## src/rtl/cmn_plru_array.sv

```systemverilog
// cmn_plru_array: multi-set tree pseudo-LRU victim selector.
// Empty ways are preferred over the tree walk, and locked ways are never chosen.
module cmn_plru_array #(
  parameter int WAYS  = 4,
  parameter int SETS  = 16,
  parameter int SET_W = (SETS > 1) ? $clog2(SETS) : 1,
  parameter int WAY_W = $clog2(WAYS)
) (
  input  logic             i_clk,
  input  logic             i_rst_n,
  input  logic             i_touch_vld,
  input  logic [SET_W-1:0] i_touch_set,
  input  logic [WAYS-1:0]  i_touch_way,
  input  logic             i_req_vld,
  input  logic [SET_W-1:0] i_req_set,
  input  logic [WAYS-1:0]  i_req_valid,
  input  logic [WAYS-1:0]  i_req_lock,
  input  logic             i_req_alloc,
  output logic             o_rsp_vld,
  output logic [WAYS-1:0]  o_rsp_way_oh,
  output logic [WAY_W-1:0] o_rsp_way_idx,
  output logic             o_rsp_none
);
  logic [WAYS-2:0]  r_tree [SETS];
  logic             r_rsp_vld, r_rsp_none;
  logic [WAYS-1:0]  r_rsp_way_oh;
  logic [WAY_W-1:0] r_rsp_way_idx;
  logic [WAYS-2:0]  w_rd, w_alc_base;
  logic [WAYS-1:0]  w_cand, w_empty, w_vic_oh;
  logic [WAY_W-1:0] w_vic_idx, w_tch_idx;
  logic             w_none, w_tch, w_alc, w_same;

  // Marks every node on the way's root-to-leaf path: 1 when the way sits left.
  function automatic logic [WAYS-2:0] path_upd(input logic [WAYS-2:0] t, input logic [WAY_W-1:0] w);
    logic [WAY_W-1:0] ww;
    int n;
    path_upd = t;
    ww = w;
    n = 0;
    for (int l = 0; l < WAY_W; l++) begin
      path_upd = ww[WAY_W-1] ? path_upd & ~((WAYS-1)'(1) << n) : path_upd | ((WAYS-1)'(1) << n);
      n = 2 * n + (ww[WAY_W-1] ? 2 : 1);
      ww = ww << 1;
    end
  endfunction

  assign w_rd    = r_tree[i_req_set];
  assign w_cand  = ~i_req_lock;
  assign w_empty = w_cand & ~i_req_valid;
  assign w_none  = ~|w_cand;
  assign w_vic_oh = w_none ? '0 : (WAYS'(1) << w_vic_idx);

  always_comb begin
    int n, base, half;
    logic [WAYS-1:0] m;
    logic go_r;
    n = 0;
    base = 0;
    for (int l = 0; l < WAY_W; l++) begin
      half = WAYS >> (l + 1);
      m = {WAYS{1'b1}} >> (WAYS - half);
      go_r = |(w_rd & ((WAYS-1)'(1) << n)) ? |((w_cand >> (base + half)) & m) : ~|((w_cand >> base) & m);
      base = base + (go_r ? half : 0);
      n = 2 * n + (go_r ? 2 : 1);
    end
    w_vic_idx = WAY_W'(base);
    for (int i = WAYS - 1; i >= 0; i--) if (w_empty[i]) w_vic_idx = WAY_W'(i);
    if (w_none) w_vic_idx = '0;
  end

  always_comb begin
    w_tch_idx = '0;
    for (int i = 0; i < WAYS; i++) if (i_touch_way[i]) w_tch_idx = WAY_W'(i);
  end

  assign w_tch = i_touch_vld & |i_touch_way;
  assign w_alc = i_req_vld & i_req_alloc & ~w_none;
  assign w_same = w_tch && (i_touch_set == i_req_set);
  // Same-set touch is folded in first so the alloc path wins on shared nodes.
  assign w_alc_base = w_same ? path_upd(w_rd, w_tch_idx) : w_rd;

  always_ff @(posedge i_clk) begin
    if (!i_rst_n) begin
      r_tree        <= '{default: '0};
      r_rsp_vld     <= 1'b0;
      r_rsp_none    <= 1'b0;
      r_rsp_way_oh  <= '0;
      r_rsp_way_idx <= '0;
    end else begin
      if (w_tch) r_tree[i_touch_set] <= path_upd(r_tree[i_touch_set], w_tch_idx);
      if (w_alc) r_tree[i_req_set] <= path_upd(w_alc_base, w_vic_idx);
      r_rsp_vld <= i_req_vld;
      if (i_req_vld) begin
        r_rsp_none    <= w_none;
        r_rsp_way_oh  <= w_vic_oh;
        r_rsp_way_idx <= w_vic_idx;
      end
    end
  end

  always_ff @(posedge i_clk)
    if (i_rst_n && i_touch_vld) assert ($onehot0(i_touch_way));

  assign o_rsp_vld     = r_rsp_vld;
  assign o_rsp_none    = r_rsp_none;
  assign o_rsp_way_oh  = r_rsp_way_oh;
  assign o_rsp_way_idx = r_rsp_way_idx;
endmodule

```

## config.mk

```make
export PLATFORM = sky130hd
export DESIGN_NAME = cmn_plru_array
export DESIGN_NICKNAME = d
export VERILOG_FILES = /design/src/rtl/cmn_plru_array.sv
export SDC_FILE = /design/constraint.sdc
export NUM_CORES = 1
export LEC_CHECK = 0
export ABC_AREA = 1
export ABC_CLOCK_PERIOD_IN_PS = 1900
export BUFFER_PORTS_ARGS = -buffer_cell sky130_fd_sc_hd__buf_2
export CAP_MARGIN = 20
export CORE_ASPECT_RATIO = 0.6
export CORE_MARGIN = 4
export CORE_UTILIZATION = 35
export CTS_CLUSTER_DIAMETER = 100
export CTS_CLUSTER_SIZE = 16
export DETAILED_ROUTE_END_ITERATION = 12
export PLACE_DENSITY = 0.61
export SYNTH_ARGS = -nofsm -noshare
export SYNTH_HDL_FRONTEND = slang
export SYNTH_SLANG_ARGS = --single-unit
```

## constraint.sdc

```tcl
create_clock -name i_clk -period 1.9 [get_ports i_clk]
set_input_delay 0.285 -clock i_clk [delete_from_list [all_inputs] [get_ports i_clk]]
set_output_delay 0.285 -clock i_clk [all_outputs]
set_load 0.01 [all_outputs]
```

Yosys cells after proc, flatten, opt, wreduce, memory -nomap -nowiden
Index checks and enable logic that the tools add are counted.
- add/subtract/negate cells: 2
- magnitude comparators: 4
- eq/ne operators: 1
- shift-type cells: 6
- multiplexer cells: 38
- bitwise logic cells: 17
- reduce and logical (&&, ||, !) cells: 11
- operators by type and width (operator ; number):
    48-bit two-way mux ; 3
    48-bit bitwise mux ; 2
    3-bit two-way mux ; 10
    3-bit binary-select mux with 4-bit select ; 2
    3-bit demux with 4-bit select ; 2
    2-bit two-way mux ; 11
    3-bit bitwise AND ; 4
    5-bit greater-or-equal comparator, second input constant ; 2
    5-bit by 1-bit < comparator with 1-bit output, second input constant ; 2
    4-bit NOT with 5-bit output ; 2
    3-bit OR ; 3
    1-bit by 2-bit << shifter with 3-bit output, first input constant ; 3
    4-bit NOT ; 2
    4-bit OR reduction ; 2
    1-bit two-way mux ; 7
    3-bit NOT ; 2
    4-bit bitwise AND ; 1
    4-bit == test ; 1
    4-bit two-way mux ; 1
    2-bit OR reduction ; 2
    1-bit by 2-bit << shifter with 4-bit output, first input constant ; 1
    4-bit by 2-bit >> shifter with 1-bit output ; 1
    4-bit by 3-bit >> shifter with 1-bit output ; 1
    2-bit by 1-bit adder with 3-bit output, second input constant ; 1
    5 further kinds ; 11
- flip-flop bits (word level): 56
- input bits: 25
- output and inout bits: 8
- logic and storage cells: 99

Depth between registers and ports, before layout
- word-level depth: 24
- gate-level depth with buffers: 21
- depth with buffers taken out: 19

Least setup slack after synthesis
Ideal clock, no wire load.
- path type: input -> register
- from: in i_req_set[0]
- to: reg r_tree[43] in the netlist's numbering
- setup time: 0.109 ns
- arrival time: 1.700 ns
- required time: 1.791 ns
- slack: 0.091 ns
- stages: 21
- path buffers: 2
- path through: inv_2 buf_2 nand2_1 nand2_1 nand2_1 nand3_1 nand2_1 nand2_1 nor2_1 nand2_1 nand2_1 nand2_1 nand3_1 nand2_1 nand2_1 nand2_2 nand2_2 buf_6 nand3_1 nand2_1 inv_1
- longest elaborated chain between the ends: 24
- elaborated cells on any way between the ends: 41
- classes of those cells: add/sub: 2; order compare: 2; eq/ne: 1; shift: 4; mux: 21; bitwise: 7; reduce/logical: 4
- ends and longest elaborated chain (item ; line ; RTL):
    start, declared ; 15 ; input logic [SET_W-1:0] i_req_set,
    parallel branches: the longest is 22 deep, another holds 2-bit by 1-bit adder with 3-bit output ; n/a ;
    48-bit bitwise mux (*) ; 91 ; if (w_alc) r_tree[i_req_set] <= path_upd(w_alc_base, w_vic_idx);
    48-bit two-way mux (*) ; 91 ;
    end signal, assigned by index ; 90 ; if (w_tch) r_tree[i_touch_set] <= path_upd(r_tree[i_touch_set], w_tch_idx);
    end signal, assigned by index ; 91 ;
    end, declared ; 24 ; logic [WAYS-2:0] r_tree [SETS];
Every way passes the cells marked *. The select of a mux whose other input is x is not followed.
A chain may end at the register's enable or synchronous reset.

Worst setup path after layout
- from: in i_req_set[0]
- to: reg r_tree[26] in the netlist's numbering
The elaborated chain is that of the path after synthesis.

==> results.md <==
Yosys:
- Counting every net in the synthesized netlist gives 714.
- After synthesis, the mean cell area works out to 5.67 µm².
- In this run, synthesis produced a sequential element count of 56.
- Counting flops with a built-in enable in the synthesized netlist gives 0.
- The synthesized instance count is 689.
- For this run, asynchronously set or reset flops after synthesis account for 0%.
- The commonest cells after synthesis are sky130_fd_sc_hd__nand2_1 (215), sky130_fd_sc_hd__inv_1 (119), sky130_fd_sc_hd__nor2_1 (73).
- In this run, distinct cell masters in the synthesized netlist total 29.
- The most frequently used flop master after synthesis is sky130_fd_sc_hd__dfxtp_1.
- After synthesis, flip-flops and latches occupy 28.7% of the total area.
- Summing every instance area after synthesis gives around 4000 µm².
- The library cell with the highest instance count after synthesis is sky130_fd_sc_hd__nand2_1.
- After synthesis, the largest area contributor takes up 28.7% of total cell area.
- The biggest area contributor in the post-synthesis netlist is sky130_fd_sc_hd__dfxtp_1.
- Ranked by total cell area, the synthesized netlist is headed by sky130_fd_sc_hd__dfxtp_1 (29%), sky130_fd_sc_hd__nand2_1 (21%), sky130_fd_sc_hd__inv_1 (11%), sky130_fd_sc_hd__o21ai_0 (8.1%), sky130_fd_sc_hd__nand3_1 (7.6%).
- The synthesis warning total is 0.

STA:
- The share of the cycle needed by the critical path after routing is 104%.
- Setup violations remaining at the end of the flow were counted as 31.
- Setup repair after global routing could not meet its margin everywhere.
- The number of endpoints with negative hold slack in the final report is 0.
- The post-route minimum period is 1.98 ns.
- Setup total negative slack on the finished layout was measured at -1.49 ns.
- In this run the tightest slew margin relative to its limit is 70.7%.
- Between clock sinks in the finished design, the worst skew comes to 0.0103 ns.
- The max-slew violation total from the final report is 0.
- The final hold slack is about 0.37 ns.
- After layout, the worst setup slack is -0.0800 ns.
- For this run, the top clock speed supported by timing is approximately 510 MHz.
- The slew at the pin closest to its max-slew limit is 0.440 ns.

Floorplan:
- The die covers 13,000 µm².
- Measured along the x axis, the die boundary spans 144 µm.
- The initial utilization of the core area, before any placement, comes to a little over a third.
- In this run the standard cell core region covers 10,700 µm².
- The number of placed I/O pins is 33.
- The die is ~90 µm tall.
- The floorplan has 29 rows.

Drt:
- The length of the first detailed-routing pass in iterations is 6.
- The total via count in the routed design is roughly 5,000.
- The number of vias per cell is 5.30.
- The count of nets left with antenna violations once routing finished came out at 0.
- The average wire length per cell after detail routing is 16.9 µm.
- In the routed design, unresolved DRC markers number 0.
- The first routing iteration left 583 violations.
- The wire length after detailed routing is approximately 16,000 µm.

Placed design:
- After legalization and detailed placement, the total HPWL measured 11,000 µm.
- Counting tap cells, the placed design contains a total of 925 instances.
- The placer congestion estimate is 0.987.
- The count of buffers added on input and output ports is 32.

Power:
- Power spread over the standard cell area amounts to around 570 nW/µm².
- The share of power burned in registers is between 30% and 40%.
- The share of power burned in combinational logic is between 20% and 30%.
- The leakage power figure is 2.74 nW.
- Of the total power, the share spent switching nets is 32.0%.
- The internal power of the cells totals around 0.0022 W.
- VDD sags by at most 0.405 mV.
- For this design the total switching power over the nets is 0.00103 W.
- Of the total power, the clock network draws 33.8%.
- Overall power consumption after layout is estimated at 0.00322 W.

Global routing:
- Entering global routing, the biggest net connects 25 pins.
- Global routing finished with a remaining overflow of 0.
- The number of antenna violations at the first check in global routing came to 0.
- Global routing used a little under a quarter of the available tracks across all layers.
- The first global-routing pass estimated 23,900 µm of wire.
- The via count of the first global-routing pass is 4,530.

Outcome:
- The run finished, with violations left.
- The final reports fail on negative setup slack.

Setup path:
- The endpoint of the worst register-to-register path is r_tree[41]$_SDFF_PN0_.
- The maximum net fanout on the critical path is 10.
- In this run the worst setup path terminates at r_tree[26]$_SDFF_PN0_.
- The start of the worst register-to-register path is r_tree[15]$_SDFF_PN0_.
- For the worst setup path, the data arrival time is 2.19 ns.
- The worst setup path is of the primary input to flop kind.
- The category of the worst setup path launch point is a primary input.
- The endpoint required time on the critical path is ~2.1 ns.
- The beginning of the critical path is i_req_set[0].
- STA classifies the critical path endpoint as a flop.
- The number of cell instances on the worst register-to-register path is 18.
- The worst register-to-register path has a setup slack of -0.04 ns.

Layout:
- The fraction of final layout cells sized beyond drive strength 1 is between 30% and 40%.
- The post-route non-filler standard cell count is 946.
- For this run, the post-layout net count is 831.
- The synthesis-to-layout area growth is 43.8%.
- The number of diodes is 0.

CTS:
- CTS placed an instance of sky130_fd_sc_hd__clkbuf_16 at the clock tree root.
- The total clock buffers created by CTS is 5.
- The H-tree was split into 2 levels.
- The insertion delay of the later-clocked pin in the worst-skew pair is 0.31 ns.
- The maximum number of buffers from clock root to sink is 2.
- The clock net sink count is 56.
- The number of hold buffers added after cts is 0.
- TritonCTS built the clock tree.
- The clock-pin transition on the worst setup and hold timing paths is 0.08 ns.

Run:
- The number of max-cap violations is 0.

Min path:
- In this run the worst hold path is classified as primary input to flop.
- The startpoint of the most critical hold path is i_req_vld.
final cells by class:
type / count / area (µm²)
clock buffers: 5 / 125
multi-input cells: 484 / 2540
well taps: 139 / 174
repair buffers: 133 / 1130
inverters: 126 / 478
fillers: 1080 / 5120
flip-flops and latches: 56 / 1140
clock inverters: 3 / 42.5
cell families after synthesis:
group                  synth area share (%)
buffers and inverters                  15.1
AND/OR/NAND/NOR                        37.7
XOR/XNOR                              0.672
flip-flops                             28.7
AO/OA/AOI/OAI                          17.9
placed cells by master, fill, tap and decap left out, types with 3 or more instances in the layout:
cell                        count
sky130_fd_sc_hd__nor3_1         3
sky130_fd_sc_hd__nand3_1       28
sky130_fd_sc_hd__dfxtp_1       43
sky130_fd_sc_hd__buf_4         84
sky130_fd_sc_hd__or2_2          3
sky130_fd_sc_hd__buf_2         31
sky130_fd_sc_hd__o22ai_1       14
sky130_fd_sc_hd__buf_12        12
sky130_fd_sc_hd__o21ai_1       17
sky130_fd_sc_hd__nor2_1        68
sky130_fd_sc_hd__nor2_4         4
sky130_fd_sc_hd__o2111ai_1     16
sky130_fd_sc_hd__nand2_2       25
sky130_fd_sc_hd__inv_1        110
sky130_fd_sc_hd__nand3_2       26
sky130_fd_sc_hd__inv_2         13
sky130_fd_sc_hd__nand2_1      190
sky130_fd_sc_hd__nand3_4        6
sky130_fd_sc_hd__o21ai_2        4
sky130_fd_sc_hd__clkbuf_16      7
sky130_fd_sc_hd__nand2_4        5
sky130_fd_sc_hd__a21oi_1       17
sky130_fd_sc_hd__dfxtp_2       13
sky130_fd_sc_hd__o21ai_0       47
per-stage QoR:
step	cell area [µm²]	worst slack [ns]	util, %
floorplan	3910	0.0906	-
CTS	5290	-0.0579	49.2
global placement	4900	-0.359	45.6
finish	5620	-0.0800	52.3
global route	5620	-0.160	52.3
detailed placement	4900	-0.362	45.6
worst max-delay path, stage by stage:
cell and delay [ns]:
sky130_fd_sc_hd__buf_8 0.11, sky130_fd_sc_hd__buf_12 0.14, sky130_fd_sc_hd__buf_4 0.14, sky130_fd_sc_hd__o21ai_0 0.19, sky130_fd_sc_hd__nand2_1 0.08, sky130_fd_sc_hd__nand2_1 0.09
sky130_fd_sc_hd__nand2_1 0.07, sky130_fd_sc_hd__nand2_2 0.10, sky130_fd_sc_hd__nor2_4 0.04, sky130_fd_sc_hd__buf_4 0.12, sky130_fd_sc_hd__buf_4 0.12, sky130_fd_sc_hd__o221ai_2 0.21
sky130_fd_sc_hd__buf_6 0.26, sky130_fd_sc_hd__nand3_1 0.10, sky130_fd_sc_hd__nand3_1 0.08, sky130_fd_sc_hd__inv_1 0.04
power groups by stage:
stage	clock [W]	combinational [W]	sequential, W
final	0.00109	0.000914	0.00122
after global routing	0.00116	0.000964	0.00123
after CTS	0.00111	0.000831	0.00122
after detailed placement	0	0.000709	0.00125
after global placement	0	0.000707	0.00125
after floorplan	0	0.000347	0.00125
per-layer routing:
| metal | vias to the layer above | part of all wire (%) | global-route usage [%] |
|---|---|---|---|
| met4 | 0 | 1.8 | 4.89 |
| met1 | 2304 | 46 | 36.7 |
| met3 | 31 | 11 | 5.83 |
| met2 | 262 | 41 | 31.5 |
| met5 | - | 0 | 0 |
| li1 | 2413 | - | - |
worst min path at each step:
stage / slack, ns / cells past startpoint / to
after floorplan: 0.44 / 2 / o_rsp_vld$_SDFF_PN0_
after global placement: 0.45 / 2 / o_rsp_way_oh[1]$_SDFFE_PN0P_
after detailed placement: 0.47 / 2 / o_rsp_way_oh[3]$_SDFFE_PN0P_
after CTS: 0.36 / 4 / o_rsp_none$_SDFFE_PN0P_
after global routing: 0.40 / 4 / o_rsp_none$_SDFFE_PN0P_
final: 0.37 / 4 / o_rsp_none$_SDFFE_PN0P_
state kept, by name, indices dropped and copies added (netlist names):
signal / cells
o_rsp_way_oh: 4
o_rsp_vld: 1
o_rsp_way_idx: 2
r_tree: 48
o_rsp_none: 1
what timing repair did:
item                       in CTS  in global routing
gates cloned                    2                  2
buffers inserted                8                  6
pin swaps                      23                 46
hold endpoints to repair        0                  0
resized for setup              36                103
setup endpoints to repair      29                 53
Power figures use the tool's default switching activity.
